===== src/rtl/pll_lock_supervisor_pkg.sv =====
// pll_sup_pkg: state encoding and default cycle constants for the PLL lock supervisor.
// Rev 1.0
`default_nettype none

package pll_sup_pkg;

  typedef enum logic [2:0] {
    ST_IDLE      = 3'd0,
    ST_RESET     = 3'd1,
    ST_WAIT_LOCK = 3'd2,
    ST_STABLE    = 3'd3,
    ST_RUN       = 3'd4,
    ST_FAIL      = 3'd5
  } pll_state_e;

  localparam int DEF_RST_CYCLES    = 16;
  localparam int DEF_LOCK_TIMEOUT  = 50000;
  localparam int DEF_STABLE_CYCLES = 1024;
  localparam int DEF_MAX_RETRY     = 3;
  localparam int DEF_CNT_W         = 16;

  // States in which the timer advances; every other state holds it at zero.
  function automatic logic timer_active(pll_state_e s);
    return (s == ST_RESET) || (s == ST_WAIT_LOCK) || (s == ST_STABLE);
  endfunction

endpackage

`default_nettype wire


===== src/rtl/pll_lock_supervisor_sync_2ff.sv =====
// sync_2ff: generic two-flop synchroniser with asynchronous active-low reset to zero.
// Rev 1.0
`default_nettype none

module sync_2ff #(
  parameter int WIDTH = 1
) (
  input  logic             clk,
  input  logic             rst_n,
  input  logic [WIDTH-1:0] d,
  output logic [WIDTH-1:0] q
);

  logic [WIDTH-1:0] meta;

  always_ff @(posedge clk or negedge rst_n) begin
    if (!rst_n) begin
      meta <= '0;
      q    <= '0;
    end else begin
      meta <= d;
      q    <= meta;
    end
  end

endmodule

`default_nettype wire


===== src/rtl/pll_lock_supervisor.sv =====
// pll_lock_supervisor: resets the Ethernet PLL, qualifies lock, retries a bounded number of times.
// Rev 1.0
`default_nettype none

module pll_lock_supervisor
  import pll_sup_pkg::*;
#(
  parameter int RST_CYCLES    = DEF_RST_CYCLES,
  parameter int LOCK_TIMEOUT  = DEF_LOCK_TIMEOUT,
  parameter int STABLE_CYCLES = DEF_STABLE_CYCLES,
  parameter int MAX_RETRY     = DEF_MAX_RETRY,
  parameter int CNT_W         = DEF_CNT_W
) (
  input  logic       init_clk,
  input  logic       reset_n,
  input  logic       enable,
  input  logic       pll_lock,
  output logic       pll_rst,
  output logic       sys_rst_n,
  output logic       locked,
  output logic       fail,
  output logic [3:0] retry_cnt
);

  localparam logic [CNT_W-1:0] RST_LAST    = CNT_W'(RST_CYCLES - 1);
  localparam logic [CNT_W-1:0] TIMEOUT_LAST = CNT_W'(LOCK_TIMEOUT - 1);
  localparam logic [CNT_W-1:0] STABLE_LAST = CNT_W'(STABLE_CYCLES - 1);
  localparam logic [3:0]       RETRY_MAX   = 4'(MAX_RETRY);

  logic             lock_s;
  pll_state_e       state;
  pll_state_e       state_nx;
  logic [CNT_W-1:0] timer;
  logic [3:0]       retry_nx;
  logic             retry_ev;

  sync_2ff #(.WIDTH(1)) u_lock_sync (
    .clk   (init_clk),
    .rst_n (reset_n),
    .d     (pll_lock),
    .q     (lock_s)
  );

  always_comb begin
    state_nx = state;
    retry_nx = retry_cnt;
    retry_ev = 1'b0;

    case (state)
      ST_IDLE: begin
        if (enable) begin
          state_nx = ST_RESET;
          retry_nx = 4'd0;
        end
      end
      ST_RESET: begin
        if (timer == RST_LAST) state_nx = ST_WAIT_LOCK;
      end
      ST_WAIT_LOCK: begin
        // Lock arriving on the terminal cycle still wins over the timeout.
        if (lock_s)                     state_nx = ST_STABLE;
        else if (timer == TIMEOUT_LAST) retry_ev = 1'b1;
      end
      ST_STABLE: begin
        if (!lock_s)                   state_nx = ST_WAIT_LOCK;
        else if (timer == STABLE_LAST) state_nx = ST_RUN;
      end
      ST_RUN: begin
        if (!lock_s) retry_ev = 1'b1;
      end
      ST_FAIL: ;
      default: state_nx = ST_IDLE;
    endcase

    // Timeout and lock loss draw on one shared retry budget.
    if (retry_ev) begin
      if (retry_cnt < RETRY_MAX) begin
        retry_nx = retry_cnt + 4'd1;
        state_nx = ST_RESET;
      end else begin
        state_nx = ST_FAIL;
      end
    end

    if (!enable) begin
      state_nx = ST_IDLE;
      retry_nx = retry_cnt;
    end
  end

  always_ff @(posedge init_clk or negedge reset_n) begin
    if (!reset_n) begin
      state     <= ST_IDLE;
      timer     <= '0;
      retry_cnt <= 4'd0;
      pll_rst   <= 1'b1;
      sys_rst_n <= 1'b0;
      locked    <= 1'b0;
      fail      <= 1'b0;
    end else begin
      state     <= state_nx;
      retry_cnt <= retry_nx;
      if (state_nx != state)    timer <= '0;
      else if (timer_active(state)) timer <= timer + 1'b1;
      // Outputs are decoded from the next state so they switch on the same edge as the state.
      pll_rst   <= (state_nx == ST_IDLE) || (state_nx == ST_RESET) || (state_nx == ST_FAIL);
      sys_rst_n <= (state_nx == ST_RUN);
      locked    <= (state_nx == ST_RUN);
      fail      <= (state_nx == ST_FAIL);
    end
  end

endmodule

`default_nettype wire


===== config.mk =====
export PLATFORM = sky130hd
export DESIGN_NAME = pll_lock_supervisor
export DESIGN_NICKNAME = d
export VERILOG_FILES = /design/src/rtl/pll_lock_supervisor_pkg.sv /design/src/rtl/pll_lock_supervisor_sync_2ff.sv /design/src/rtl/pll_lock_supervisor.sv
export SDC_FILE = /design/constraint.sdc
export NUM_CORES = 1
export LEC_CHECK = 0
export CAP_MARGIN = 20
export CORE_MARGIN = 2
export CORE_UTILIZATION = 60
export DETAILED_ROUTE_END_ITERATION = 10
export PLACE_DENSITY = 0.79
export SLEW_MARGIN = 20
export SYNTH_ARGS = -nofsm -noshare
export SYNTH_HDL_FRONTEND = slang
export SYNTH_HIERARCHICAL = 1
export SYNTH_SLANG_ARGS = --single-unit
export TNS_END_PERCENT = 100

===== constraint.sdc =====
create_clock -name init_clk -period 5.4 [get_ports init_clk]
set_input_delay 1.62 -clock init_clk [delete_from_list [all_inputs] [get_ports init_clk]]
set_output_delay 1.62 -clock init_clk [all_outputs]
set_load 0.02 [all_outputs]

# Word level (Yosys, flattened, before mapping)
# Index checks and enable logic that the tools add are counted.
[word_totals] register_bits=28 wordCells=48 out_inout_bits=8 input_bits=4
[classes] reduce_logical=8 n_mux=17 n_eq_ne=12 add_sub_neg=2 order_cmp=1
[op_table] op="$mux W16" n=2
[op_table] op="$mux W3" n=7
[op_table] op="$add A16 B1 Y16 const B" n=1
[op_table] op="$eq A16 B10 Y1 const B" n=1
[op_table] op="$eq A16 B16 Y1 const B" n=1
[op_table] op="$eq A16 B4 Y1 const B" n=1
[op_table] op="$pmux W3 S5" n=1
[op_table] op="$eq A3 B3 Y1 const B" n=4
[op_table] op="$mux W4" n=3
[op_table] op="$eq A3 B1 Y1 const B" n=2
[op_table] op="$eq A3 B2 Y1 const B" n=2
[op_table] op="$logic_not A3 Y1" n=2
[op_table] op="$add A4 B1 Y4 const B" n=1
[op_table] op="$logic_or A1 B1 Y1" n=4
[op_table] op="$lt A4 B2 Y1 const B" n=1
[op_table] op="$mux W1" n=3
[op_table] op="$ne A3 B3 Y1" n=1
[op_table] op="$pmux W1 S2" n=1
[op_table] op="$reduce_bool A2 Y1" n=1
[op_table] op="$reduce_or A2 Y1" n=1

# Longest topological paths before layout
[depth] ltp_word=9 ltp_mapped=7 ltp_nobuf=6

# By module
# Netlist, hierarchy kept.
[by_module_without_submodules] mod="pll_lock_supervisor" area_per_inst_um2=1642.8 seq_area_each_um2=651.9 cells_per_inst=149 instances=1
[by_module_without_submodules] mod="sync_2ff" area_per_inst_um2=50.0 seq_area_each_um2=50.0 cells_per_inst=2 instances=1

# Worst setup path before layout
# No wires, ideal clock.
[synth_timing] path_type="input-to-reg" startpoint="input enable" endpoint="register timer[0]" required_ns=5.253 path_buffers=2 arrival_time_ns=2.741 stages=4 slack_ns=2.511 cell_sequence="buf_2 -> a31oi_1 -> clkbuf_1 -> nor4b_2"
[synth_via] elab_chain_cells=3 word_cells_on_any_way=4 classes_between="eq/ne (1); mux (2); reduce/logical (1)"
[synth_rtl] element="start: declaration" line="pll_lock_supervisor.sv:16" rtl="input logic enable,"
[synth_rtl] element="$mux W3 *" line="pll_lock_supervisor.sv:85" rtl="if (!enable) begin"
[synth_rtl] element="$ne A3 B3 Y1 *" line="pll_lock_supervisor.sv:103" rtl="if (state_nx != state) timer <= '0;"
[synth_rtl] element="$mux W16 or $reduce_bool A2 Y1 (tied branches)"
[synth_rtl] element="end signal: assignment" line="pll_lock_supervisor.sv:104" rtl="else if (timer_active(state)) timer <= timer + 1'b1;"
[synth_rtl] element="end: declaration" line="pll_lock_supervisor.sv:33" rtl="logic [CNT_W-1:0] timer;"
# Mark *: on every way between the ends. The rest lies on a longest branch, timed or not.
# A chain may end at the register's enable or synchronous reset.

# Final worst setup path
[layout_timing] startpoint="input enable" endpoint="register timer[13]"
# The elaborated chain is that of the path after synthesis.

==> parameters.txt <==
Parameter                              Value

Timing
  Post-route setup slack ... 1.934 ns
  Fin. Hold Viols ... 0
  Unrepaired setup endpoints after global routing ... no
  Time the final worst path needs with I/O delays and setup ... 3.466 ns
  Final Max Slew Viols ... 0
  Worst Max-Slew Pin Slew ... 1.068 ns
  Post-route fraction of the period consumed by the critical path ... 64.18%
  FMAX ... 0.2885 GHz
  Setup clock skew after layout ... approximately 0.0073 ns
  Rel. slew slack ... 28.57%
  Number of failing setup endpoints in the final timing report ... 0
  Setup TNS ... 0 ns

Floorplanning
  Core region area ... 2710 sq um
  Number of top-level pins ... 12
  Starting Density ... a little over three fifths
  Die Span Y ... around 57 um
  Full die area ... 3262 sq um
  Floorplan die width ... 57.12 um
  Placement row count ... 19

Cells and area
  Post-route standard cell area excluding fillers ... around 1800 sq um
  Area growth, synth to finish ... 8.943%
  Layout cells sized above 1 ... 18.75%
  Number of antenna diodes ... 0
  Post-layout net count ... ~170

Worst setup path
  Worst EP required ... between 5 and 6 ns
  Cell with the biggest individual delay on the critical path ... sky130_fd_sc_hd__clkdlybuf4s50_1
  Cell class contributing the biggest share of worst-path delay ... simple AND/OR/NAND/NOR gates
  CP Capture Type ... register
  Worst-path fanout max ... 16
  Crit path largest cell delay ... ~0.7 ns
  Arrival time worst endpoint ... 3.70 ns
  Type of the worst setup path ... primary input to register
  WP buf/inv ... 1
  Startpoint kind of the worst setup timing path ... primary input
  Sequence of cells on the critical path ... clkdlybuf4s50_1, nand2_1, a32o_1, nor2_1, nor4b_2

Yosys
  Net count of the mapped netlist ... 157
  Post-Synthesis Cells ... approximately 150
  Top_reg_cell synth ... sky130_fd_sc_hd__dfrtp_1
  Register area share after synthesis ... 41.46%
  Mapped Avg Cell Area ... 11.21 sq um
  EDFF count, synth ... 0
  Number of distinct library cell variants in the gate-level netlist after synthesis ... slightly below 50
  Total standard cell area after synthesis ... 1693 sq um
  Post-synthesis sequential element count ... 28
  Fraction of synthesis flops using an asynchronous set or reset pin ... 100.0%
  Warning count from the yosys run ... 6

Drt
  Average wire length per cell after detail routing ... 16.51 um
  Detailed-route via count ... roughly 1,200
  Vias/cell ... around 6.3
  Drt first-iter violations ... 37
  Residual DRC ... 0
  Total Wirelength ... 3.154 mm
  Number of iterations in the first detailed-routing pass ... 4
  Detail Route Antenna Nets ... 0

Power
  Proportion of power drawn by flip-flops and latches ... 58.7%
  NetSw ... 104.7 uW
  Switch share ... a little over a quarter
  Peak VDD IR ... 0.0001480 V
  Proportion of power drawn by the clock network ... 25.2%
  Total leakage power ... 0.0007066 uW
  Total power density per cell area ... 212.7 nW/um^2
  Combinational power share ... 16.1%
  Internal Dissipation ... 287.6 uW

Place
  Post-Place Worst Slack ... 1.589 ns
  Port Buf Inserts ... 11
  Gpl congestion ... ~0.91
  Cell area after placement ... roughly 1800 sq um
  Half-perimeter wire length after detailed placement ... 2.239 mm

Flow run
  Reported max-cap violation count ... 0

Outcome
  Result of the run ... completed

Global route
  Remaining global-route overflow ... 0
  Number of global-route vias before repair ... 1,197
  Pin count of the biggest net entering global routing ... 29
  Overall Global Routing Usage ... 21.42%
  Wire length of the first global-routing pass ... 5.520 mm
  Number of antenna violations at the first check in global routing ... 0

Clock network
  Number of post-CTS setup repair buffers ... 0
  Number of clock sinks seen by CTS ... 28
  Num CTS Buffers ... 3
  Root buffer cell ... sky130_fd_sc_hd__clkbuf_4
  Count of H-tree levels built during CTS ... 1
  Clk Latency, worst-skew pair ... 0.32 ns
  Hold buffer count at cts ... 0
  CTS clock-pin slew for the worst setup and hold paths ... 0.15 ns
  Post-CTS sizing ... 0
  TritonCTS clock tree ... yes
  Number of buffers on the longest clock path ... 2

Hold path
  Class of the worst hold path ... register to register
==> worst paths after layout <==
path / start / end / slack (ns) / cells past startpoint
setup / recovery: enable / timer[13]$_DFFE_PN0P_ / 1.93 / 5
hold / removal: u_lock_sync/meta$_DFF_PN0_ / u_lock_sync/q$_DFF_PN0_ / 0.37 / 0
hold reg to reg: u_lock_sync/meta$_DFF_PN0_ / u_lock_sync/q$_DFF_PN0_ / 0.37 / 0
max in group asynchronous: reset_n / pll_rst$_DFF_PN1_ / 3.43 / 2
min in group asynchronous: reset_n / timer[6]$_DFFE_PN0P_ / 1.65 / 2
setup reg to reg: timer[11]$_DFFE_PN0P_ / timer[8]$_DFFE_PN0P_ / 2.79 / 5
==> synth_stat cells (all sizes together) (2+ instances only) <==
cell type	instances	area (sq um)
or4	3	30.03
nand2b	3	18.77
dfrtp	27	675.7
a21oi	2	10.01
nor2	6	22.52
and3	2	12.51
nand4	3	18.77
mux2i	3	30.03
nor3	6	30.03
nor2b	4	25.02
buf	5	40.04
nor4b	16	202.7
inv	5	18.77
nor4	4	46.29
xnor2	8	70.07
ha	2	25.02
a211oi	4	42.54
nand3	7	40.04
xor2	7	61.31
nand2	10	37.54
clkbuf	2	7.510
and4	2	17.52
or2	2	17.52
==> power by group through the flow <==
stage	clock network, uW	registers [uW]	logic, uW
6_report	98.8	230	63.1
5_1_grt	113	233	70.4
4_1_cts	106	230	64.1
3_5_place_dp	0	234	63.8
3_3_place_gp	0	234	61.6
2_1_floorplan	0	231	53.5
==> registers in the layout (all words and copies together) (netlist names) <==
name / count
pll_rst: 1
u_lock_sync/q: 1
fail: 1
state: 3
u_lock_sync/meta: 1
timer: 16
retry_cnt: 4
locked: 1
==> cell usage in the layout, fill, tap and decap left out, types with 3 or more instances in the layout <==
master / instances
sky130_fd_sc_hd__dfrtp_1: 27
sky130_fd_sc_hd__clkdlybuf4s50_1: 11
sky130_fd_sc_hd__nand2_1: 10
sky130_fd_sc_hd__nor4b_2: 10
sky130_fd_sc_hd__xnor2_1: 8
sky130_fd_sc_hd__xor2_1: 7
sky130_fd_sc_hd__nand3_1: 6
sky130_fd_sc_hd__nor2_1: 6
sky130_fd_sc_hd__nor3_1: 6
sky130_fd_sc_hd__nor4b_1: 6
sky130_fd_sc_hd__inv_1: 5
sky130_fd_sc_hd__nor2b_1: 4
sky130_fd_sc_hd__nand4_1: 3
sky130_fd_sc_hd__a211oi_1: 3
sky130_fd_sc_hd__nand2b_1: 3
sky130_fd_sc_hd__mux2i_1: 3
sky130_fd_sc_hd__clkbuf_4: 3
==> stage by stage <==
step	utilization [%]	hold WS, ns	total power [uW]	instances
final	68.05	0.3748	392.4	191
after floorplan	-	0.3312	284.3	151
after global placement	66.71	0.3359	295.3	187
after detailed placement	66.71	0.3386	297.9	187
after CTS	68.05	0.3727	400.5	191
after global routing	68.05	0.3932	416.1	191
==> kinds of logic (layout without fill, tap and decap cells) <==
| group | after synthesis | after routing | synth area share, % |
|---|---|---|---|
| xor+xnor | 15 | 15 | 7.761 |
| compound gates | 17 | 17 | 9.757 |
| flops | 28 | 28 | 41.46 |
| mux | 4 | 4 | 2.439 |
| simple gates | 73 | 73 | 33.19 |
| fa+ha+maj | 2 | 2 | 1.478 |
| buf+inv | 12 | 21 | 3.918 |
==> layout make-up <==
| cell class | instances | area, sq um |
|---|---|---|
| clock buffer | 4 | 36.28 |
| fill | 218 | 865.8 |
| inverter | 5 | 18.77 |
| multi-input combinational | 111 | 930.9 |
| sequential | 28 | 701.9 |
| tap | 31 | 38.79 |
| timing repair buffer | 12 | 117.6 |
==> per-layer routing <==
metal	track usage [%]	up-vias	routed length, um
met5	0	-	0
met4	8.306	0	23
met3	2.041	2	111
met2	32.18	23	1558
met1	32.24	606	1461
li1	-	578	-
(Power assumes the default switching activity.)
